[config.mk]
export PLATFORM = sky130hd
export DESIGN_NAME = hazard_scoreboard
export DESIGN_NICKNAME = d
export VERILOG_FILES = /design/src/rtl/hazard_scoreboard.sv
export SDC_FILE = /design/constraint.sdc
export NUM_CORES = 1
export LEC_CHECK = 0
export BUFFER_PORTS_ARGS = -buffer_cell sky130_fd_sc_hd__buf_2
export CAP_MARGIN = 25
export CORE_MARGIN = 5
export CORE_UTILIZATION = 62
export CTS_BUF_LIST = sky130_fd_sc_hd__clkbuf_16
export CTS_CLUSTER_SIZE = 12
export DETAILED_ROUTE_END_ITERATION = 16
export PLACE_DENSITY = 0.84
export SYNTH_ARGS = -nofsm -noshare
export SYNTH_HDL_FRONTEND = slang
export SYNTH_SLANG_ARGS = --single-unit
[constraint.sdc]
create_clock -name clk -period 5.4 [get_ports clk]
set_input_delay 0.81 -clock clk [delete_from_list [all_inputs] [get_ports clk]]
set_output_delay 0.81 -clock clk [all_outputs]
set_load 0.02 [all_outputs]
[src/rtl/hazard_scoreboard.sv]
// Per-register countdown scoreboard beside the ID stage: stalls ID until every source
// operand is readable or forwardable, and keeps younger writes from overtaking older ones.
module hazard_scoreboard #(
  parameter int unsigned NUM_REGS    = 32,
  parameter int unsigned ADDR_W      = 5,
  parameter int unsigned LAT_W       = 3,
  parameter int unsigned NOFWD_LAT   = 2,
  parameter int unsigned LD_FWD_LAT  = 1,
  parameter int unsigned STALL_CNT_W = 16
) (
  input  logic                   clk,
  input  logic                   rst,
  input  logic                   forward_EN,
  input  logic                   id_valid,
  input  logic                   flush,
  input  logic [ADDR_W-1:0]      src1_ID,
  input  logic [ADDR_W-1:0]      src2_ID,
  input  logic                   src2_used,
  input  logic [ADDR_W-1:0]      dest_ID,
  input  logic                   WB_EN_ID,
  input  logic                   MEM_R_EN_ID,
  input  logic [LAT_W-1:0]       extra_lat,
  output logic                   hazard_detected,
  output logic [NUM_REGS-1:0]    pending_mask,
  output logic [STALL_CNT_W-1:0] stall_cycles
);

  localparam int unsigned MAX_LAT = (2 ** LAT_W) - 1;

  logic [LAT_W-1:0] cnt [NUM_REGS];
  logic [31:0]      lat_base;
  logic [31:0]      lat_sum;
  logic [LAT_W-1:0] lat;
  logic             raw;
  logic             waw;
  logic             issue;

  // NOTE: every variable gets a default at the top of always_comb so no path
  // leaves it unassigned, which would otherwise infer a latch.
  always_comb begin
    lat_base = 32'(NOFWD_LAT);
    if (forward_EN) begin
      lat_base = MEM_R_EN_ID ? 32'(LD_FWD_LAT) : 32'd0;
    end
    lat_sum = lat_base + 32'(extra_lat);
    lat     = (lat_sum > 32'(MAX_LAT)) ? LAT_W'(MAX_LAT) : lat_sum[LAT_W-1:0];
  end

  always_comb begin
    raw = ((src1_ID != '0) && (cnt[src1_ID] != '0)) ||
          (src2_used && (src2_ID != '0) && (cnt[src2_ID] != '0));
    // Strictly greater: an equal remaining count retires the older write first.
    waw = WB_EN_ID && (dest_ID != '0) && (cnt[dest_ID] > lat);
    hazard_detected = id_valid && !flush && (raw || waw);
    issue           = id_valid && !flush && !hazard_detected;
  end

  always_comb begin
    pending_mask = '0;
    for (int r = 0; r < int'(NUM_REGS); r++) begin
      pending_mask[r] = (cnt[r] != '0);
    end
  end

  // NOTE: the counter array is a bank of flops, not a RAM, and it must be
  // cleared on reset so no phantom in-flight writes survive a pipeline reset.
  // NOTE: sequential state uses non-blocking assignments so every counter
  // updates from the same pre-edge values.
  always_ff @(posedge clk) begin
    if (rst) begin
      for (int r = 0; r < int'(NUM_REGS); r++) begin
        cnt[r] <= '0;
      end
    end else begin
      for (int r = 1; r < int'(NUM_REGS); r++) begin
        if (issue && WB_EN_ID && (dest_ID == ADDR_W'(r))) begin
          cnt[r] <= lat;
        end else if (cnt[r] != '0) begin
          cnt[r] <= cnt[r] - LAT_W'(1);
        end
      end
      cnt[0] <= '0;
    end
  end

  always_ff @(posedge clk) begin
    if (rst) begin
      stall_cycles <= '0;
    end else if (hazard_detected && (stall_cycles != '1)) begin
      stall_cycles <= stall_cycles + STALL_CNT_W'(1);
    end
  end

endmodule

# Word-level counts from Yosys, hierarchy flattened

Memories as Yosys holds them, arrays and structs flattened.
Cells that the tools add are included.

Flip-flop bits (word level): 16
RAM bits: 96
Input bits: 26
Output and inout port bits: 49
Word-level logic and storage cells: 500
Memories kept: 1

Add/subtract/negate cells: 33
Magnitude comparators: 2
Eq/ne operators: 32
Multiplexer cells: 286
Bitwise logic cells: 63
Reductions and logical operators: 82

Memory list:

| name | depth | width | read ports | clocked after Yosys merged registers in | write ports | RTL line | source |
|---|---|---|---|---|---|---|---|
| cnt  | 32    | 3     | 35         | 0                                       | 32          | 30       | `logic [LAT_W-1:0] cnt [NUM_REGS];` |

Operators by type and width:

| cell                                                                             | number |
|---|---|
| 1-bit two-way mux                                                                | 221 |
| 3-bit two-way mux                                                                | 64 |
| 3-bit nonzero test                                                               | 34 |
| 3-bit by 1-bit subtractor with 3-bit output, second input constant               | 31 |
| 5-bit == test, second input constant                                             | 16 |
| 1-bit OR                                                                         | 63 |
| 1-bit logical AND                                                                | 41 |
| 5-bit by 4-bit == test with 1-bit output, second input constant                  | 8 |
| 32-bit by 3-bit adder with 32-bit output                                         | 1 |
| 32-bit by 3-bit greater-than comparator with 1-bit output, second input constant | 1 |
| 5-bit by 3-bit == test with 1-bit output, second input constant                  | 4 |
| 16-bit by 1-bit adder with 16-bit output, second input constant                  | 1 |
| 16-bit != test, second input constant                                            | 1 |
| 5-bit nonzero test                                                               | 3 |
| 5-bit by 2-bit == test with 1-bit output, second input constant                  | 2 |
| 5-bit by 1-bit == test with 1-bit output, second input constant                  | 1 |
| 3-bit greater-than comparator                                                    | 1 |
| 1-bit zero test                                                                  | 2 |
| 1-bit logical OR                                                                 | 2 |
| 2-bit two-way mux                                                                | 1 |

# Logic depth before layout (Yosys ltp)

Gate-level depths: netlist of run 1.

Word-level depth: 18
Depth in mapped cells: 20
Depth with buffers taken out: 16

# Worst setup path before layout of run 1

No wires, ideal clock.

Path kind: input-to-output
From: input port dest_ID[0]
To: output port hazard_detected
Data arrival time: 4.346 ns
Data required time: 4.590 ns
Setup slack: 0.244 ns
Stages: 14
Path buffers: 3
Path through: buf_1 > mux4_2 > mux4_2 > mux2_2 > ha_1 > nor2b_1 > o21ai_0 > a221o_1 > o311ai_0 > nor4_2 > nand2_1 > buf_4 > buf_2 > and2_1

Word-level cells in the longest chain between the ends: 5
Elaborated cells on any way between the ends: 7
Those cells by class: order compare (1); reduce/logical (5); memory (1)

RTL lines:

| what                                                                      | RTL line | source |
|---|---|---|
| from (decl)                                                               | 19       | `input logic [ADDR_W-1:0] dest_ID,` |
| memory 32 x 3 bit / 5-bit nonzero test (equally long branches)            | --       |  |
| 3-bit greater-than comparator / 1-bit logical AND (equally long branches) | 53       | `waw = WB_EN_ID && (dest_ID != '0) && (cnt[dest_ID] > lat);` |
| 1-bit logical AND (*)                                                     | 53       |  |
| 1-bit logical OR (*)                                                      | 54       | `hazard_detected = id_valid && !flush && (raw \|\| waw);` |
| 1-bit logical AND (*)                                                     | 54       |  |
| to (decl)                                                                 | 23       | `output logic hazard_detected,` |

Mark *: on every way between the ends. The rest lies on a longest branch, timed or not.

# Worst setup path after layout of run 1

Same ends and word-level chain as after synthesis.

==> results of run 1 <==
## power by group through the flow
| stage | clock network (mW) | registers, mW | logic [mW] |
|---|---|---|---|
| global route | 0.728 | 1.71 | 3.12 |
| detailed placement | 0 | 1.68 | 2.77 |
| global placement | 0 | 1.66 | 2.66 |
| finish | 0.688 | 1.67 | 2.80 |
| CTS | 0.696 | 1.66 | 2.79 |
| floorplan | 0 | 1.51 | 2.19 |
## final cells by class
class | instances | area, um2 | area share
multi-input combinational | 698 | 5820 | 0.589
sequential | 109 | 2690 | 0.273
clock buffer | 9 | 225 | 0.0228
clock inverter | 7 | 73.8 | 0.00748
tap | 184 | 230 | 0.0233
inverter | 100 | 375 | 0.0380
timing repair buffer | 85 | 458 | 0.0464
## synth_stat cells, types with 26 or more instances
cell      count  area share
nor3_1       70       0.039
mux2i_1      38       0.042
mux2_2       69       0.085
clkbuf_1     35       0.014
inv_1       100       0.041
nor2_1      104       0.043
nor2b_1      26       0.018
nand2_1      28       0.012
mux2_4       30       0.050
dfxtp_1      58        0.13
edfxtp_1     51        0.17
mux4_2       26       0.064
ha_1         68       0.094
## cell families (layout without fill, tap and decap cells)
logic type / after synthesis / in the layout
other: 1 / 1
DFF: 109 / 109
muxes: 163 / 163
xor gates and xnor gates: 14 / 14
AOI/OAI and AO/OA: 90 / 90
and+or+nand+nor: 361 / 361
buffers and inverters: 150 / 201
adders and majority gates: 69 / 69
## critical path: stages
cell and delay, ns:
buf_2 0.39, buf_4 0.27, mux4_2 0.52, o211a_1 0.21
a2111oi_0 0.56, a21oi_1 0.09, ha_1 0.33, o21ai_0 0.09
a221o_1 0.17, o311ai_0 0.14, nor4_2 0.24, nand2_2 0.13
and2_1 0.18, buf_2 0.16
## stage by stage
step | total power [mW] | instance area (um2) | worst slack (ns) | hold WS, ns
floorplan | 3.70 | 9090 | 0.244 | 0.553
finish | 5.16 | 9870 | 0.296 | 0.513
global route | 5.55 | 9870 | 0.106 | 0.537
detailed placement | 4.44 | 9570 | 0.195 | 0.492
global placement | 4.32 | 9570 | 0.308 | 0.474
CTS | 5.15 | 9870 | 0.343 | 0.505
## registers in the layout, indices dropped and copies added, names as in the netlist
register      count
stall_cycles     16
cnt              93
## worst max path at each step
stage | from | to | slack (ns) | cells past startpoint
floorplan | dest_ID[0] | hazard_detected | 0.24 | 14
global placement | dest_ID[0] | cnt[14][1] | 0.31 | 15
detailed placement | dest_ID[0] | cnt[14][1] | 0.19 | 15
CTS | dest_ID[0] | hazard_detected | 0.34 | 14
global route | dest_ID[0] | hazard_detected | 0.11 | 14
finish | dest_ID[0] | hazard_detected | 0.30 | 14
## metal layers
metal / up-vias / global-route usage
li1: 3544 / -
met1: 3667 / 0.355
met2: 394 / 0.465
met3: 71 / 0.0531
met4: 0 / 0.107
met5: - / 0
==> impl_metrics.yaml, run 1 <==
hold_path:
  min_from: "stall_cycles[14]"
  min-delay-path-class: "register to register"
  holdPathEnd: "stall_cycles[14]"
  holdPathStages: 2
floorplanning:
  die_h_um: 131
  die_x_um: 131
  row_count: 44
  die_area_um2: 17200
  start_util: 0.628
  io_pins: 75
  core_um2: 14500
sta:
  slew_viol_final: 0
  fin_crit_sh: 0.945
  hold_viol: 0
  fmax_mhz: 196
  rsz0062_at_grt: "false"
  final-setup-viol-count: 0
  fin_skew_ns: 0.0117
  finalCriticalPeriod_ns: 5.10
  tightest_slew_ns: 0.922
  tns_ns: 0
  max_slew_margin: 0.384
run_status:
  outcome: "finished, final reports clean"
synth:
  synth.mux.area_fraction: 0.241
  netlist_area_um2: 9090
  synth_top_family_by_area: "multiplexers"
  synth-seq-cells: 109
  synth_nets: 1052
  synth_fa_ha_area_frac: 0.0958
  ys_seq_area_frac: 0.296
  synthSimpleGateAreaFrac: 0.216
  synth_xor_area_frac: 0.0135
  ys_warn_count: 0
  synth_ff_type: "dfxtp_1"
  synth-edff-count: 51
  synth_compound_area_frac: 0.0714
  synthArstFlopShare: 0
  syn-instance-count: 957
  syn_area_per_cell_um2: 9.50
  yosysUniqueCellTypes: 60
grt:
  track_usage: 0.277
  grt_pass1_vias: 7431
  grt_max_degree: 76
  overflow: 0
  antenna_found_initial: 0
  grt_first_pass_wirelength_um: 37500
routing:
  m1WireLength_um: 9160
  met3WireLength_um: 2020
  drt_wl_total_um: 23600
  top_layer_used: "met4"
  vias_per_cell: 6.44
  drc: 0
  routed-wl-met2_um: 11600
  wire_per_inst_um: 19.8
  drt_iter0_drc: 838
  drt-pass1-iter-count: 6
  via_count: 7676
  detail-route-antenna-nets: 0
clock_network:
  post_cts_buffers: 0
  clk_latency_ns: 0.37
  clk_path_buf_depth: 2
  ctsResizeCount: 0
  holdBufCountCts: 0
  cts_root_buffer: "clkbuf_16"
  cts.reportedPaths.clkPinSlew_ns: 0.08
  cts.htree.levels: 3
  cts_tree: "yes"
  clock_sinks: 109
  cts_buffers: 9
power:
  intPower_mw: 2.91
  p_per_area_nw_per_um2: 523
  p_sw_mw: 2.25
  p_comb_frac: 0.543
  ir_drop_v: 0.000298
  power_leakage_nw: 4.16
  clkPwrFrac: 0.133
  seqPwrFrac: 0.324
  p_sw_frac: 0.436
critical_path:
  path_max_fanout: 14
  arrival_ns: 4.29
  reg2reg_to: "cnt[14][1]"
  r2r_cells: 13
  reg2reg_slack_ns: 1.10
  end_kind: "output pin"
  worstSetupPathType: "primary input to output pin"
  startpoint_type: "primary input"
  timing.rr.start: "cnt[12][1]"
  required_ns: 4.59
cells_and_area:
  stdcell_count: 1192
  synthToLayoutAreaGrowth_pct: 8.62
  n_fill_cell: 1130
  most-common-layout-cells: "nor2_1 (102), inv_1 (101), buf_2 (72)"
  fin_nets: 1098
  utilization: 0.682
  drive_gt1_frac: 0.258
  final_common_cell: "nor2_1"
  insertedDiodeCount: 0
placed_design:
  gp_congestion: 0.996
  port-buffer-count: 73
  dp_hpwl_um: 17300
  placed_cells: 1176
flow_run:
  drv_cap: 0
Power figures use the tool's default switching activity.
==> inputs of run 2 (changes only) <==
- ABC_AREA: unset -> 1
==> impl_metrics.yaml, run 2 <==
run_status:
  outcome: "finished, final reports clean"
power:
  power_leakage_nw: 5.04
  p_per_area_nw_per_um2: 449
  finalPower_mw: 4.63
  ir_drop_v: 0.000313
sta:
  rsz0062_at_grt: "false"
  fmax_mhz: 210
  final-setup-viol-count: 0
  max_slew_margin: 0.491
  slew_viol_final: 0
  hold_viol: 0
  setup_slack_ns: 0.640
  fin_skew_ns: 0.0126
  finalCriticalPeriod_ns: 4.76
  tns_ns: 0
  tightest_slew_ns: 0.763
  holdWs_ns: 0.471
  fin_crit_sh: 0.881
clock_network:
  cts.htree.levels: 3
  ctsResizeCount: 0
  clk_latency_ns: 0.37
  cts_tree: "yes"
  post_cts_buffers: 0
  clock_sinks: 109
  holdBufCountCts: 0
  clk_path_buf_depth: 2
  cts.reportedPaths.clkPinSlew_ns: 0.08
  cts_root_buffer: "clkbuf_16"
  cts_buffers: 9
synth:
  syn-instance-count: 1471
  synthArstFlopShare: 0
  synth_ff_type: "dfxtp_1"
  ys_top_cells_by_area: "edfxtp_1 (16%), nand2_1 (13%), dfxtp_1 (12%), nand3_1 (11%), ha_1 (8.9%)"
  synth_nets: 1566
  syn_area_per_cell_um2: 6.47
  synth-seq-cells: 109
  ys_warn_count: 0
  yosysUniqueCellTypes: 43
  netlist_area_um2: 9510
  yosysTopAreaCell: "edfxtp_1"
  synth-edff-count: 51
  yosys.area.top_type_share: 0.161
  synth_common_cells: "nand2_1 (329), nand3_1 (201), inv_1 (197)"
  ys_seq_area_frac: 0.283
  yosysMostFrequentCell: "nand2_1"
critical_path:
  reg2reg_slack_ns: 1.75
  required_ns: 4.59
  path_max_fanout: 22
  slowest_stage: "inv_1"
  crit_chain: "buf_2 > nor2_1 > inv_1 > nor2_1 > inv_1 > o21ai_0 > a2111oi_0 > nand3_1 > o21ai_0 > ha_1 > nand3_1 > nand4_1 > nand3_2 > nor2_8 > nor2_2 > buf_2"
  startpoint_type: "primary input"
  crit_family: "simple AND/OR/NAND/NOR gates"
  worstSetupPathType: "primary input to output pin"
  arrival_ns: 3.95
  critical_path.max_stage_delay_ns: 0.57
  cp_num_buf_inv: 4
  end_kind: "output pin"
cells_and_area:
  insertedDiodeCount: 0
  fin_nets: 1612
  largestRegisters: "cnt (93), stall_cycles (16)"
  drive_gt1_frac: 0.0861
  most-common-layout-cells: "nand2_1 (329), nand3_1 (201), inv_1 (196)"
  largest_register_ffs: 93
  final_common_cell: "nand2_1"
  stdcell_count: 1710
  final_cell_area_um2: 10300
  synthToLayoutAreaGrowth_pct: 8.43
  largest_register: "cnt"
  utilization: 0.681
routing:
  via_count: 10066
  drt_iter0_drc: 1271
  vias_per_cell: 5.89
  drc: 0
  wire_per_inst_um: 16.8
  drt_wl_total_um: 28700
  drt-pass1-iter-count: 6
  detail-route-antenna-nets: 0
hold_path:
  min-delay-path-class: "register to register"
grt:
  use_met3: 0.0506
  overflow: 0
  grt-busiest-layer: "met2"
  use_met2: 0.522
  grt_max_degree: 64
  antenna_found_initial: 0
  grt_pass1_vias: 9611
  track_usage: 0.321
  grt_first_pass_wirelength_um: 46700
  grt_use_met1: 0.417
floorplanning:
  die_area_um2: 17900
  io_pins: 75
  start_util: 0.628
  core_um2: 15100
  die_h_um: 134
  row_count: 45
  die_x_um: 134
placed_design:
  gp_congestion: 1.03
  dp_slack_ns: 0.603
  dpl-instance-area_um2: 10000
  dp_hpwl_um: 21200
  port-buffer-count: 73
  placed_cells: 1694
flow_run:
  drv_cap: 0
## run 2: changes by cell type in the layout (fill, tap and decap cells not counted), moves of 38 or more
cell	delta
nor3_1	-54
inv_1	+95
mux2i_1	-38
nor2_1	+89
o22ai_1	+39
nand3_1	+182
mux2_2	-69
o21ai_0	+47
nand2_1	+302
nand4_1	+41
## run 2: per-layer routing
| layer | vias up | part of all wire |
|---|---|---|
| met5 | - | 0 |
| met4 | 0 | 0.051 |
| li1 | 4948 | - |
| met1 | 4445 | 0.40 |
| met2 | 558 | 0.44 |
| met3 | 115 | 0.10 |
## run 2: layout make-up
| class | instances | area [um2] |
|---|---|---|
| clock inverter | 7 | 90.1 |
| fill | 1370 | 4830 |
| multi-input combinational | 1101 | 5800 |
| timing repair buffer | 91 | 500 |
| sequential | 109 | 2690 |
| tap | 188 | 235 |
| clock buffer | 9 | 225 |
| inverter | 205 | 769 |
## run 2: worst register-to-register path: cells and delay by family, from the launching register on
kind | cells | cell delay [ns]
buffers and inverters | 1 | 0.15
adders and majority gates | 1 | 0.33
and+or+nand+nor | 10 | 1.62
AOI/OAI and AO/OA | 6 | 0.91
DFF | 1 | 0.40
## run 2: worst paths after layout
path,start,endpoint,cells after the start
worst max-delay path,dest_ID[1],hazard_detected,16
worst min-delay path,cnt[27][1],cnt[27][1],2
worst max register to register,cnt[14][2],cnt[3][1],18
worst min register to register,cnt[27][1],cnt[27][1],2
## run 2: kinds of logic (layout without fill, tap and decap cells)
| kind of cell | Yosys count | count (layout) | synth area share |
|---|---|---|---|
| AND/OR/NAND/NOR | 810 | 810 | 0.374 |
| buffers and inverters | 261 | 312 | 0.108 |
| AO/OA/AOI/OAI | 181 | 181 | 0.106 |
| flip-flops | 109 | 109 | 0.283 |
| adder cells (fa/ha/maj) | 69 | 69 | 0.0916 |
| XOR/XNOR | 40 | 40 | 0.0368 |
| other | 1 | 1 | 0.000394 |
## run 2: report_power, final
part	leakage (nW)	switching [mW]	internal, mW
Sequential	1.03	0.162	1.17
Combinational	3.85	1.73	0.849
Clock	0.157	0.345	0.373
